$ cat config.mk
export PLATFORM = sky130hd
export DESIGN_NAME = vec_mem_seq
export DESIGN_NICKNAME = d
export VERILOG_FILES = /design/src/rtl/vec_mem_pkg.sv /design/src/rtl/vec_byte_slots.sv /design/src/rtl/vec_mem_seq.sv
export SDC_FILE = /design/constraint.sdc
export NUM_CORES = 1
export LEC_CHECK = 0
export CAP_MARGIN = 20
export CORE_UTILIZATION = 43
export DETAILED_ROUTE_END_ITERATION = 6
export PLACE_DENSITY = 0.89
export SLEW_MARGIN = 20
export SYNTH_ARGS = -nofsm -noshare
export SYNTH_HDL_FRONTEND = slang
export SYNTH_SLANG_ARGS = --single-unit
$ cat constraint.sdc
create_clock -name clock -period 2.4 [get_ports clock]
set_clock_uncertainty 0.2 [all_clocks]
set_input_delay 0.36 -clock clock [delete_from_list [all_inputs] [get_ports clock]]
set_output_delay 0.36 -clock clock [all_outputs]
set_load 0.05 [all_outputs]
$ cat src/rtl/vec_mem_pkg.sv
// Shared types and constants for the vector memory sequencer.
package vec_mem_pkg;

  localparam int unsigned VEC_ELEMS  = 4;
  localparam int unsigned VEC_ELEM_W = 8;

  typedef logic [1:0] elem_idx_t;

  typedef enum logic [2:0] {
    StIdle,
    StLd,
    StLdDrain,
    StWb,
    StSt,
    StStDone
  } state_e;

endpackage

$ cat src/rtl/vec_byte_slots.sv
// Four byte-wide slots with an indexed byte write, a whole-word load and an indexed byte read.
module vec_byte_slots
  import vec_mem_pkg::*;
(
  input  logic                             clk_i,
  input  logic                             rst_i,
  input  logic                             wr_en_i,
  input  elem_idx_t                        wr_idx_i,
  input  logic [VEC_ELEM_W-1:0]            wr_data_i,
  input  logic                             load_all_i,
  input  logic [VEC_ELEMS*VEC_ELEM_W-1:0]  load_data_i,
  input  elem_idx_t                        rd_idx_i,
  output logic [VEC_ELEM_W-1:0]            rd_data_o,
  output logic [VEC_ELEMS*VEC_ELEM_W-1:0]  word_o
);

  logic [VEC_ELEMS-1:0][VEC_ELEM_W-1:0] slots_q, slots_d;

  always_comb begin
    slots_d = slots_q;
    if (load_all_i) begin
      slots_d = load_data_i;
    end else if (wr_en_i) begin
      slots_d[wr_idx_i] = wr_data_i;
    end
  end

  always_ff @(posedge clk_i) begin
    if (rst_i) begin
      slots_q <= '0;
    end else begin
      slots_q <= slots_d;
    end
  end

  assign rd_data_o = slots_q[rd_idx_i];
  assign word_o    = slots_q;

endmodule

$ cat src/rtl/vec_mem_seq.sv
// Byte-serial vector load/store sequencer between the control FSM and an 8-bit data memory.
// Optional post-increment outputs are built when VEC_MEM_SEQ_POSTINC_EN is defined.
module vec_mem_seq
  import vec_mem_pkg::*;
#(
  parameter int unsigned ELEMS  = VEC_ELEMS,
  parameter int unsigned ELEM_W = VEC_ELEM_W
) (
  input  logic                    clock,
  input  logic                    reset,
  input  logic                    start,
  input  logic                    op_store,
  input  logic [ELEM_W-1:0]       base_addr,
  input  logic [ELEMS*ELEM_W-1:0] vdata_in,
  input  logic [ELEM_W-1:0]       mem_q,
  output logic [ELEM_W-1:0]       mem_addr,
  output logic                    mem_read,
  output logic                    mem_wren,
  output logic [ELEM_W-1:0]       mem_data,
  output logic [ELEMS*ELEM_W-1:0] vdata_out,
  output logic                    vrf_write,
  output logic                    busy,
  output logic                    done
`ifdef VEC_MEM_SEQ_POSTINC_EN
  ,
  output logic [ELEM_W-1:0]       addr_next,
  output logic [0:0]              addr_wb
`endif
);

  localparam elem_idx_t LastIdx = elem_idx_t'(ELEMS - 1);

  state_e              state_q, state_d;
  elem_idx_t           idx_q, idx_d;
  logic [ELEM_W-1:0]   base_q, base_d;

  logic                ld_we;
  elem_idx_t           ld_idx;
  logic                st_load;
  logic [ELEM_W-1:0]   st_byte;
  logic [ELEM_W-1:0]   ld_rd_unused;
  logic [ELEMS*ELEM_W-1:0] st_word_unused;
  logic [ELEM_W-1:0]   cur_addr;

  assign cur_addr = base_q + ELEM_W'(idx_q);

  always_comb begin
    state_d   = state_q;
    idx_d     = idx_q;
    base_d    = base_q;
    mem_addr  = '0;
    mem_read  = 1'b0;
    mem_wren  = 1'b0;
    mem_data  = '0;
    vrf_write = 1'b0;
    done      = 1'b0;
    ld_we     = 1'b0;
    ld_idx    = idx_q - 2'd1;
    st_load   = 1'b0;
    unique case (state_q)
      StIdle: begin
        if (start) begin
          base_d  = base_addr;
          idx_d   = '0;
          st_load = 1'b1;
          state_d = op_store ? StSt : StLd;
        end
      end
      StLd: begin
        mem_read = 1'b1;
        mem_addr = cur_addr;
        // Read data lags the address by a cycle, so byte idx-1 lands now.
        ld_we    = (idx_q != '0);
        idx_d    = idx_q + 2'd1;
        if (idx_q == LastIdx) state_d = StLdDrain;
      end
      StLdDrain: begin
        ld_we   = 1'b1;
        ld_idx  = LastIdx;
        state_d = StWb;
      end
      StWb: begin
        vrf_write = 1'b1;
        done      = 1'b1;
        state_d   = StIdle;
      end
      StSt: begin
        mem_wren = 1'b1;
        mem_addr = cur_addr;
        mem_data = st_byte;
        idx_d    = idx_q + 2'd1;
        if (idx_q == LastIdx) state_d = StStDone;
      end
      StStDone: begin
        done    = 1'b1;
        state_d = StIdle;
      end
      default: state_d = StIdle;
    endcase
  end

  always_ff @(posedge clock) begin
    if (reset) begin
      state_q <= StIdle;
      idx_q   <= '0;
      base_q  <= '0;
    end else begin
      state_q <= state_d;
      idx_q   <= idx_d;
      base_q  <= base_d;
    end
  end

  assign busy = (state_q != StIdle);

  vec_byte_slots u_ld_slots (
    .clk_i       (clock),
    .rst_i       (reset),
    .wr_en_i     (ld_we),
    .wr_idx_i    (ld_idx),
    .wr_data_i   (mem_q),
    .load_all_i  (1'b0),
    .load_data_i ('0),
    .rd_idx_i    ('0),
    .rd_data_o   (ld_rd_unused),
    .word_o      (vdata_out)
  );

  vec_byte_slots u_st_slots (
    .clk_i       (clock),
    .rst_i       (reset),
    .wr_en_i     (1'b0),
    .wr_idx_i    ('0),
    .wr_data_i   ('0),
    .load_all_i  (st_load),
    .load_data_i (vdata_in),
    .rd_idx_i    (idx_q),
    .rd_data_o   (st_byte),
    .word_o      (st_word_unused)
  );

`ifdef VEC_MEM_SEQ_POSTINC_EN
  assign addr_next = done ? (base_q + ELEM_W'(ELEMS)) : '0;
  assign addr_wb   = done;
`endif

endmodule
# After elaboration in Yosys (flattened, before gate mapping)
# Cells that the tools add are included.
[classes]
n_eq_ne = 9
n_mux = 22
magnitude_cmp = 3
addsub = 3
reduce_logical = 10
[ops]
columns = ["cell", "count"]
rows = [
  ["$bwmux W32", 1],
  ["$mux W8", 4],
  ["$bmux W8 S2", 1],
  ["$demux W8 S2", 1],
  ["$mux W3", 4],
  ["$pmux W3 S4", 1],
  ["$add A8 B2 Y8", 1],
  ["$eq A3 B2 Y1 const B", 2],
  ["$eq A3 B3 Y1 const B", 2],
  ["$lt A2 B3 Y1 const B", 2],
  ["$mux W1", 6],
  ["$ne A2 B2 Y1 const B", 3],
  ["$mux W2", 2],
  ["$pmux W2 S2", 1],
  ["$reduce_and A2 Y1", 2],
  ["$reduce_bool A2 Y1", 2],
  ["$reduce_or A2 Y1", 2],
  ["$eq A3 B1 Y1 const B", 1],
  ["$logic_not A3 Y1", 1],
  ["$reduce_and A3 Y1", 1],
  ["$reduce_bool A3 Y1", 1],
  ["$add A2 B1 Y2 const B", 1],
  ["$eq A2 B2 Y1 const B", 1],
  ["$ge A2 B1 Y1 const B", 1],
  ["3 further kinds", 3],
]
[totals]
output_inout_bits = 53
reg_bits = 77
in_bits = 52

# Depth between registers and ports, before layout
# Gate-level depths: netlist of run 1.
[depth]
ltp_word = 7
depth_mapped = 9

# Hierarchy
# Synthesis of run 1 repeated with hierarchy kept, for this count alone.
[unflattened]
hier_cells = 553
area_unflattened_um2 = 4800.9
[modules_own_cells]
columns = ["module", "cells_per_inst", "area_each_um2", "instances"]
rows = [
  ["vec_byte_slots", 212, 1913.1, 2],
  ["vec_mem_seq", 129, 974.7, 1],
]

# Least setup slack after synthesis of run 1
# OpenSTA, ideal clock, no wires.
[synth_timing]
kind = "reg2out"
from = "register state_q[0]"
to = "output mem_read"
n_path_buf = 2
arrival_ns = 1.989
path_stages_with_launch = 4
setup_slack_ns = -0.149
path_cell_list = "dfxtp_1 > buf_2 > clkbuf_1 > nor3b_1"
[synth_between]
elab_chain_cells = 2
[synth_lines]
columns = ["element", "line", "source"]
rows = [
  ["from (decl)", "vec_mem_seq.sv:33", "state_e state_q, state_d;"],
  ["from (signal assigned)", "vec_mem_seq.sv:104", "state_q <= StIdle;"],
  ["from (signal assigned)", "vec_mem_seq.sv:108", "state_q <= state_d;"],
  ["$eq A3 B1 Y1", "vec_mem_seq.sv:60", "unique case (state_q)"],
  ["$mux W1", "vec_mem_seq.sv:60", ""],
  ["to (decl)", "vec_mem_seq.sv:17", "output logic mem_read,"],
]
# Every way passes these cells.

# Final worst setup path of run 1
[layout_timing]
from = "register idx_q[0]"
to = "output mem_addr[4]"
[layout_between]
elab_chain_cells = 2
[layout_lines]
columns = ["element", "line", "source"]
rows = [
  ["from (decl)", "vec_mem_seq.sv:34", "elem_idx_t idx_q, idx_d;"],
  ["from (signal assigned)", "vec_mem_seq.sv:109", "idx_q <= idx_d;"],
  ["$add A8 B2 Y8", "vec_mem_seq.sv:45", "assign cur_addr = base_q + ELEM_W'(idx_q);"],
  ["$mux W8", "vec_mem_seq.sv:60", ""],
  ["to (decl)", "vec_mem_seq.sv:16", "output logic [ELEM_W-1:0] mem_addr,"],
]
# Every way passes these cells.

==> results of run 1 <==
## registers in the layout (all words and copies together), names as in the netlist
signal             cells
state_q                3
u_ld_slots.word_o     32
idx_q                  2
base_q                 8
u_st_slots.word_o     32
## cell usage in the layout (no fill, tap or decap), types with 9 or more instances in the layout
cell              n
a21oi_1          70
nand2_1          82
clkbuf_8         12
nand3_1          25
and3_1            9
buf_12           12
dfxtp_1          71
o21ai_0          22
clkdlybuf4s50_1  82
buf_4            23
nand2b_1         18
## worst paths after layout
kind / endpoint / startpoint / slack (ns)
worst min-delay path: u_ld_slots.word_o[2]$_SDFFE_PP0P_ / reset / 0.15
worst max register to register: u_ld_slots.word_o[6]$_SDFFE_PP0P_ / idx_q[1]$_SDFFE_PP0P_ / 0.18
worst max-delay path: mem_addr[4] / idx_q[0]$_SDFFE_PP0P_ / -0.08
worst min register to register: u_st_slots.word_o[30]$_SDFFE_PP0P_ / u_st_slots.word_o[30]$_SDFFE_PP0P_ / 0.25
## worst reg2reg max path, stage by stage, from the launching register on
cell and delay (ns):
dfxtp_4 0.39, inv_1 0.05, ha_1 0.28, buf_4 0.14
nand4bb_1 0.50, o21ai_0 0.42, a21oi_1 0.11
## power by group
| part | total, mW | internal (mW) | switching, mW |
|---|---|---|---|
| registers | 1.38 | 1.33 | 0.0416 |
| logic | 0.563 | 0.257 | 0.306 |
| clock network | 0.989 | 0.555 | 0.434 |
## cells by family after synthesis
logic type      synth area share (%)
compound gates                  15.4
simple gates                    24.6
flops                           42.9
xor+xnor                       0.975
mux                             7.52
buf+inv                         6.62
fa+ha+maj                       1.95
## metal layers
metal | wire (um) | vias to the layer above | global-route usage (%)
li1 | - | 1661 | -
met3 | 443 | 30 | 3.50
met2 | 5010 | 124 | 39.3
met5 | 0 | - | 0
met4 | 329 | 0 | 13.2
met1 | 3980 | 1657 | 27.8
## layout make-up
type,count,area share (%)
multi-input combinational,307,37.7
clock buffer,13,3.32
timing repair buffer,120,24.8
tap,102,2.51
clock inverter,1,0.590
sequential,77,30.6
inverter,8,0.590
## what timing repair did
item	in CTS	in global routing
endpoints found under the setup margin	13	14
setup buffers	1	1
resized for setup	13	12
pin swaps	3	4
## per-stage QoR
step | instances | setup TNS (ns) | hold WS (ns) | power (mW) | setup slack [ns]
4_1_cts | 627 | -0.102 | 0.145 | 2.92 | -0.0401
6_report | 628 | -0.209 | 0.154 | 2.93 | -0.0829
3_3_place_gp | 612 | 0 | 0.240 | 1.92 | 0.248
3_5_place_dp | 612 | 0 | 0.245 | 1.94 | 0.215
5_1_grt | 628 | -0.886 | 0.190 | 3.05 | -0.149
2_1_floorplan | 429 | 0 | 0.233 | 1.73 | 0.00764
==> results.md, run 1 <==
* Status: complete, but fails checks
* Violations in the final reports: negative setup slack
* Pleak at 1.85 nW
* Syn-to-layout area delta at 41.8%
* Final Util at 64.6%
* Count of final hold-check violations at 0
* CTS Hold Buffers Added at 0
* Crit-path leading delay family: adder cells
* Post-synthesis average cell area at 8.37 um2
* Min Tclk post-route at 2.48 ns
* Insertion delay to the later sink of the worst-skew pair at 0.35 ns
* Reg2reg path depth at 6
* Max-Slew Margin vs Limit at 55.9%
* # setup viols final at 5
* WL/cell at 15.5 um
* Worst Hold Depth at 2
* Mapped cell area at 3590 um2
* Final #Nets at 580
* CTS sink cnt at 77
* Fillers at 586
* WP depth at 7
* Critical Path Start Type: flop
* Final Max Slew Viols at 0
* Setup ws final at -0.0829 ns
* Clock buffer depth at 2
* Core Footprint at 7890 um2
* Number of diodes at 0
* Drt pass-1 iters at 5
* Critical Path AT at 1.92 ns
* Final instance area at 5090 um2
* Reg clk slew, reported paths at 0.07 ns
* Crit-path max cell delay at 0.40 ns
* Critical Path RT at 1.84 ns
* Power density over the cells at 575 nW/um2
* Total wire length at 9760 um
* Crit. End Element: output pin
* Slowest-stage cell, CP: fa_2
* Post-synth top cells: nand2_1, dfxtp_1, a21oi_1
* Crit-path cells: ha_4 > fa_2 > buf_4 > nand3_2 > xor2_1 > nor2_2 > buf_12
* Syn. warnings at 0
* Initial DRC count at 290
* Vias at 3,472
* Post-synth ARST share at 0%
* Die height at 93.4 um
* Fmax at 0.403 GHz
* Number of global-route vias before repair at 3,326
* Cts bufs inserted at 9
* CTS tree: built
* HPWL after DPL at 6690 um
* Die Area at 8720 um2
* #FFs+latches synth at 77
* Hold Crit Class: in2reg
* Post-synth EDFFs at 0
* Crit path kind: reg2out
* Tcrit/Tclk final at 103%
* First-pass GRT wire length at 15,700 um
* Clock tree root driver cell: clkbuf_8
* Largest net degree at the start of global routing at 41
* Layout cells sized above 1 at 15.8%
* Max cap viols at 0
* # DRC at 0
* Top_reg_cell synth: dfxtp_1
* Htree depth at 3
* Gr usage total at 23.2%
* Yosys top cell by area: dfxtp_1
* Max Fanout on Critical Path at 3
* Final GP Congestion at 0.789
* Top post-synthesis cells by area: dfxtp_1, a21oi_1, nand2_1
* Initial antenna violation count at 0
* Worst IR drop on VDD at 0.311 mV
* Port Buffers at 104
* # rows at 32
* Yosys cell types at 42
* Seq/Total Area, Yosys at 42.9%
* Syn Nets at 486
* Area of the multi-input gates at 1920 um2
* Die width at 93.4 um
* Synth top area share at 42.9%
* Initial Utilization at 45.5%
* Post-placement cell area at 4780 um2
* DR vias/cell at 5.53
* Routed Antenna Nets at 0
* Bufs and invs on worst path at 2
* Most frequent cell after synthesis: nand2_1
* RSZ-0062 raised after global routing: true
* Worst slew pin tran at 0.658 ns
* I/O Pins at 105
* Register area at 1560 um2
* Global route total overflow at 0
* Post-Syn Instances at 429
Power figures use the tool's default switching activity.
==> run 2, diff against run 1 <==
- CORE_ASPECT_RATIO: default -> 1.4
- PLACE_DENSITY: 0.89 -> 0.86
==> results.md, run 2 (synthesized netlist as in run 1, its figures left out) <==
* Final Util at 63.6% (-0.98 points)
* Violations in the final reports: negative setup slack
* Vias at 3,392 (-2.3%)
* Clock buffer depth at 2 (unchanged)
* Reg2Reg Setup Slack at 0.35 ns (+0.17 ns)
* Final Max Slew Viols at 0 (unchanged)
* Critical Path Start Type: flop
* Reg clk slew, reported paths at 0.06 ns (about the same)
* # setup viols final at 1 (-4)
* Clk pwr share at 40.0% (+6.2 points)
* RSZ-0062 raised after global routing: true
* NetSw at 886 uW (+13%)
* Die width at 79.2 um (-15%)
* Worst Hold Depth at 2 (unchanged)
* Htree depth at 3 (unchanged)
* Number of diodes at 0 (unchanged)
* Crit. End Element: output pin
* HPWL after DPL at 6700 um (+0.11%)
* Worst slew pin tran at 0.715 ns (+0.0570 ns)
* Hold Crit Class: in2reg
* CTS sink cnt at 77 (unchanged)
* Power density over the cells at 622 nW/um2 (+8.2%)
* Number of global-route vias before repair at 3,268 (-1.7%)
* Pleak at 1.87 nW (+1.6%)
* Crit path kind: reg2out
* Slowest-stage cell, CP: or4_4
* Commonest cells after routing, fill and taps aside: nand2_1, clkdlybuf4s50_1, dfxtp_1
* Syn-to-layout area delta at 44.3%
* Seq pwr share at 42.6% (-4.4 points)
* Worst IR drop on VDD at 0.513 mV (+65%)
* # rows at 39 (+22%)
* Setup ws final at -0.0104 ns (+0.0725 ns)
* Total power at 3.22 mW (+10%)
* Internal at 2.34 mW (+9.0%)
* Non-Filler Instances at 630 (+0.32%)
* Clock tree root driver cell: clkbuf_16
* Layout cells sized above 1 at 15.2% (-0.63 points)
* Gr usage total at 22.0% (-1.2 points)
* Initial DRC count at 245 (-16%)
* Total wire length at 9070 um (-7.1%)
* Crit-path max cell delay at 0.49 ns (+0.09 ns)
* Initial antenna violation count at 0 (unchanged)
* Core Footprint at 8150 um2 (+3.3%)
* Crit-path cells: ha_4 > a21oi_4 > or4_4 > a21oi_4 > buf_12
* I/O Pins at 105 (unchanged)
* Placed Cells at 613 (+0.16%)
* # DRC at 0 (unchanged)
* Port Buffers at 104 (unchanged)
* First-pass GRT wire length at 14,800 um (-5.6%)
* Most common cell after layout, fill and taps aside: nand2_1
* Final #Nets at 580 (unchanged)
* Crit-path leading delay family: simple AND/OR/NAND/NOR gates
* Critical Path RT at 1.84 ns (about the same)
* Combinational Power Share at 17.5% (-1.7 points)
* Worst path most repeated cell: a21oi_4
* Reg2reg path depth at 5 (-1)
* WL/cell at 14.4 um (-7.4%)
* Fmax at 0.415 GHz (+3.0%)
* Status: complete, but fails checks
* Count of final hold-check violations at 0 (unchanged)
* Cts bufs inserted at 9 (unchanged)
* CTS Hold Buffers Added at 0 (unchanged)
* Die height at 110 um (+18%)
* Die Area at 8730 um2 (about the same)
* DR vias/cell at 5.38 (-2.6%)
* WP depth at 5 (-2)
* Bufs and invs on worst path at 1 (-1)
* Insertion delay to the later sink of the worst-skew pair at 0.33 ns (-0.02 ns)
* Largest net degree at the start of global routing at 52 (+27%)
* Max-Slew Margin vs Limit at 52.1% (-3.8 points)
* Tcrit/Tclk final at 100% (-3.0 points)
* Critical Path AT at 1.85 ns (-0.07 ns)
* Routed Antenna Nets at 0 (unchanged)
* Global route total overflow at 0 (unchanged)
* Sw Share at 27.5% (+0.77 points)
* Max Fanout on Critical Path at 5 (+2)
* Drt pass-1 iters at 4 (-1)
* Max cap viols at 0 (unchanged)
* Min Tclk post-route at 2.41 ns (-0.0725 ns)
* Worst hold slack at 0.171 ns (+0.0166 ns)
* Final GP Congestion at 0.844 (+6.9%)
* Setup tns final at -0.0104 ns (+0.199 ns)
* Initial Utilization at 44.1% (-1.5 points)
* CTS tree: built
-- run 2: cell count changes in the layout (fill, tap and decap cells not counted), sizes merged --
cell / change
buf: -1
bufinv: -1
clkbuf: -2
clkinvlp: +2
inv: +4
-- run 2: timing repair --
item | CTS | global route
cloned | 0 | 0
pin swaps | 3 | 9
buffers inserted | 1 | 0
endpoints found under the setup margin | 12 | 14
resized for setup | 5 | 15
-- run 2: per-layer routing --
layer	routed length (um)	track usage (%)
met5	0	0
met4	228	11.8
met3	368	2.96
met2	4930	40.8
met1	3540	23.9
-- run 2: final timing paths --
check	from	to
hold / removal	reset	u_ld_slots.word_o[11]$_SDFFE_PP0P_
setup / recovery	idx_q[1]$_SDFFE_PP0P_	mem_addr[5]
setup reg to reg	state_q[2]$_SDFFE_PP0P_	u_ld_slots.word_o[31]$_SDFFE_PP0P_
hold reg to reg	u_st_slots.word_o[21]$_SDFFE_PP0P_	u_st_slots.word_o[21]$_SDFFE_PP0P_
-- run 2: worst register-to-register path, delay by kind of cell, from the launching register on --
kind	cells	cell delay (ns)
AO/OA/AOI/OAI	1	0.22
buffers and inverters	2	0.42
flip-flops	1	0.32
multiplexers	1	0.22
AND/OR/NAND/NOR	1	0.60
-- run 2: layout make-up --
class / instances / area (um2)
clock buffers: 10 / 239
clock inverters: 6 / 52.6
fillers: 662 / 2970
inverters: 8 / 30.0
multi-input cells: 307 / 1900
flip-flops and latches: 77 / 1550
well taps: 102 / 128
repair buffers: 120 / 1280
-- run 2: power by group through the flow --
stage / clock, mW / sequential (mW) / combinational, mW
floorplan: 0 / 1.40 / 0.334
global placement: 0 / 1.39 / 0.540
detailed placement: 0 / 1.40 / 0.554
CTS: 1.31 / 1.37 / 0.557
global route: 1.38 / 1.38 / 0.610
finish: 1.29 / 1.37 / 0.564
-- run 2: through the flow --
| step | instance area [um2] | setup WS, ns |
|---|---|---|
| final | 5180 | -0.0104 |
| after global routing | 5180 | -0.0523 |
| after CTS | 5110 | -0.0520 |
| after detailed placement | 4800 | 0.216 |
| after global placement | 4800 | 0.259 |
| after floorplan | 3610 | 0.00764 |
==> run 3, diff against run 2 <==
- RECOVER_POWER: default -> 100
==> results.md, run 3 (synthesized netlist as in run 1, its figures left out) <==
* Number of diodes at 0 (unchanged)
* Core Footprint at 8150 um2 (unchanged)
* Final Max Slew Viols at 0 (unchanged)
* Fmax at 0.415 GHz (about the same)
* Pleak at 1.97 nW (+5.2%)
* Commonest cells after routing, fill and taps aside: nand2_1, dfxtp_1, a21oi_1
* Final GP Congestion at 0.844 (unchanged)
* DR vias/cell at 5.39 (about the same)
* Final instance area at 5140 um2 (-0.89%)
* Total power at 3.21 mW (-0.50%)
* Syn-to-layout area delta at 43.0%
* Most common cell after layout, fill and taps aside: nand2_1
* Max cap viols at 0 (unchanged)
* First-pass GRT wire length at 14,800 um (unchanged)
* CP startpoint: idx_q[1]$_SDFFE_PP0P_
* Initial DRC count at 213 (-13%)
* Initial Utilization at 44.1% (unchanged)
* Die Area at 8730 um2 (unchanged)
* Reg2Reg Setup Slack at 0.19 ns (-0.16 ns)
* Port Buffers at 104 (unchanged)
* Violations in the final reports: negative setup slack
* Post-placement cell area at 4800 um2 (unchanged)
* Fillers at 671 (+1.4%)
* Critical Path AT at 1.85 ns (about the same)
* Crit. End Element: output pin
* CTS Hold Buffers Added at 0 (unchanged)
* Final #Nets at 580 (unchanged)
* Total wire length at 9060 um (-0.15%)
* Power density over the cells at 625 nW/um2 (+0.40%)
* Drt pass-1 iters at 5 (+1)
* Status: complete, but fails checks
* Max-Slew Margin vs Limit at 51.6% (-0.56 points)
* Reg clk slew, reported paths at 0.06 ns (about the same)
* Number of global-route vias before repair at 3,268 (unchanged)
* Setup ws final at -0.00892 ns (+0.00149 ns)
* Routed Antenna Nets at 0 (unchanged)
* # DRC at 0 (unchanged)
* CTS tree: built
* RSZ-0062 raised after global routing: true
* Reg2reg end: u_st_slots.word_o[16]$_SDFFE_PP0P_
* Clock tree root driver cell: clkbuf_16
* Reg2reg path depth at 5 (unchanged)
* Hold Crit Class: in2reg
* Critical R2R Launch: state_q[0]$_SDFFE_PP0P_
* Tcrit/Tclk final at 100% (about the same)
* Worst slew pin tran at 0.726 ns (+0.0110 ns)
* Critical Path RT at 1.84 ns (about the same)
* Count of final hold-check violations at 0 (unchanged)
* Largest net degree at the start of global routing at 52 (unchanged)
* Vias at 3,393 (+0.029%)
* Critical Path Start Type: flop
* Global route total overflow at 0 (unchanged)
* Worst IR drop on VDD at 0.512 mV (about the same)
* Crit path kind: reg2out
* Placed Cells at 613 (unchanged)
* Initial antenna violation count at 0 (unchanged)
* I/O Pins at 105 (unchanged)
* CTS sink cnt at 77 (unchanged)
* Critical Path Sink: mem_addr[5]
* # rows at 39 (unchanged)
* Non-Filler Instances at 630 (unchanged)
* Insertion delay to the later sink of the worst-skew pair at 0.33 ns (about the same)
* Min Tclk post-route at 2.41 ns (-0.00149 ns)
* Die width at 79.2 um (unchanged)
* Clock buffer depth at 2 (unchanged)
* Die height at 110 um (unchanged)
* Layout cells sized above 1 at 15.0% (-0.19 points)
* # setup viols final at 1 (unchanged)
* Cts bufs inserted at 9 (unchanged)
* Max Fanout on Critical Path at 5 (unchanged)
* HPWL after DPL at 6700 um (unchanged)
* Htree depth at 3 (unchanged)
* WL/cell at 14.4 um (-0.15%)
* Gr usage total at 22.0% (unchanged)
run 3: stage by stage:
stage	hold slack (ns)	setup WS, ns	TNS (ns)	util [%]
5_1_grt	0.189	-0.0523	-0.230	63.0
4_1_cts	0.160	-0.0520	-0.377	62.7
3_3_place_gp	0.239	0.259	0	58.9
3_5_place_dp	0.244	0.216	0	58.9
6_report	0.178	-0.00892	-0.00892	63.0
2_1_floorplan	0.233	0.00764	0	-
run 3: how the worst min path moves through the flow:
stage / from / endpoint / slack (ns) / depth (start not counted)
after floorplan: u_st_slots.word_o[16]$_SDFFE_PP0P_ / u_st_slots.word_o[16]$_SDFFE_PP0P_ / 0.23 / 2
after CTS: reset / u_ld_slots.word_o[11]$_SDFFE_PP0P_ / 0.16 / 2
after global routing: reset / u_ld_slots.word_o[11]$_SDFFE_PP0P_ / 0.19 / 2
after global placement: u_st_slots.word_o[0]$_SDFFE_PP0P_ / u_st_slots.word_o[0]$_SDFFE_PP0P_ / 0.24 / 2
final: reset / u_ld_slots.word_o[11]$_SDFFE_PP0P_ / 0.18 / 2
after detailed placement: u_st_slots.word_o[21]$_SDFFE_PP0P_ / u_st_slots.word_o[21]$_SDFFE_PP0P_ / 0.24 / 2
run 3: critical path, stage by stage (launching register included):
cell	delay [ns]
dfxtp_4	0.37
ha_4	0.27
a21oi_4	0.06
or4_4	0.49
a21oi_4	0.18
buf_12	0.15
run 3: repair_timing:
| action | 4_1_cts | 5_1_grt |
|---|---|---|
| gates resized for setup | 5 | 15 |
| pin swaps | 3 | 9 |
| setup endpoints to repair | 12 | 14 |
| setup buffers | 1 | 0 |
run 3: per-layer routing:
metal / wire (um) / GRT usage [%]
met3: 395 / 2.96
met1: 3480 / 23.9
met5: 0 / 0
met4: 228 / 11.8
met2: 4950 / 40.8
run 3: area by class of cell:
type | count | area [um2] | area share (%)
clock buffer | 10 | 239 | 4.65
clock inverter | 6 | 52.6 | 1.02
inverter | 8 | 30.0 | 0.585
multi-input combinational | 307 | 1900 | 37.0
sequential | 77 | 1550 | 30.2
tap | 102 | 128 | 2.48
timing repair buffer | 120 | 1240 | 24.1
run 3: report_power, final:
| part | internal (mW) | leakage, nW | switching, mW |
|---|---|---|---|
| combinational | 0.240 | 1.21 | 0.303 |
| sequential | 1.33 | 0.629 | 0.0375 |
| clock | 0.746 | 0.138 | 0.547 |
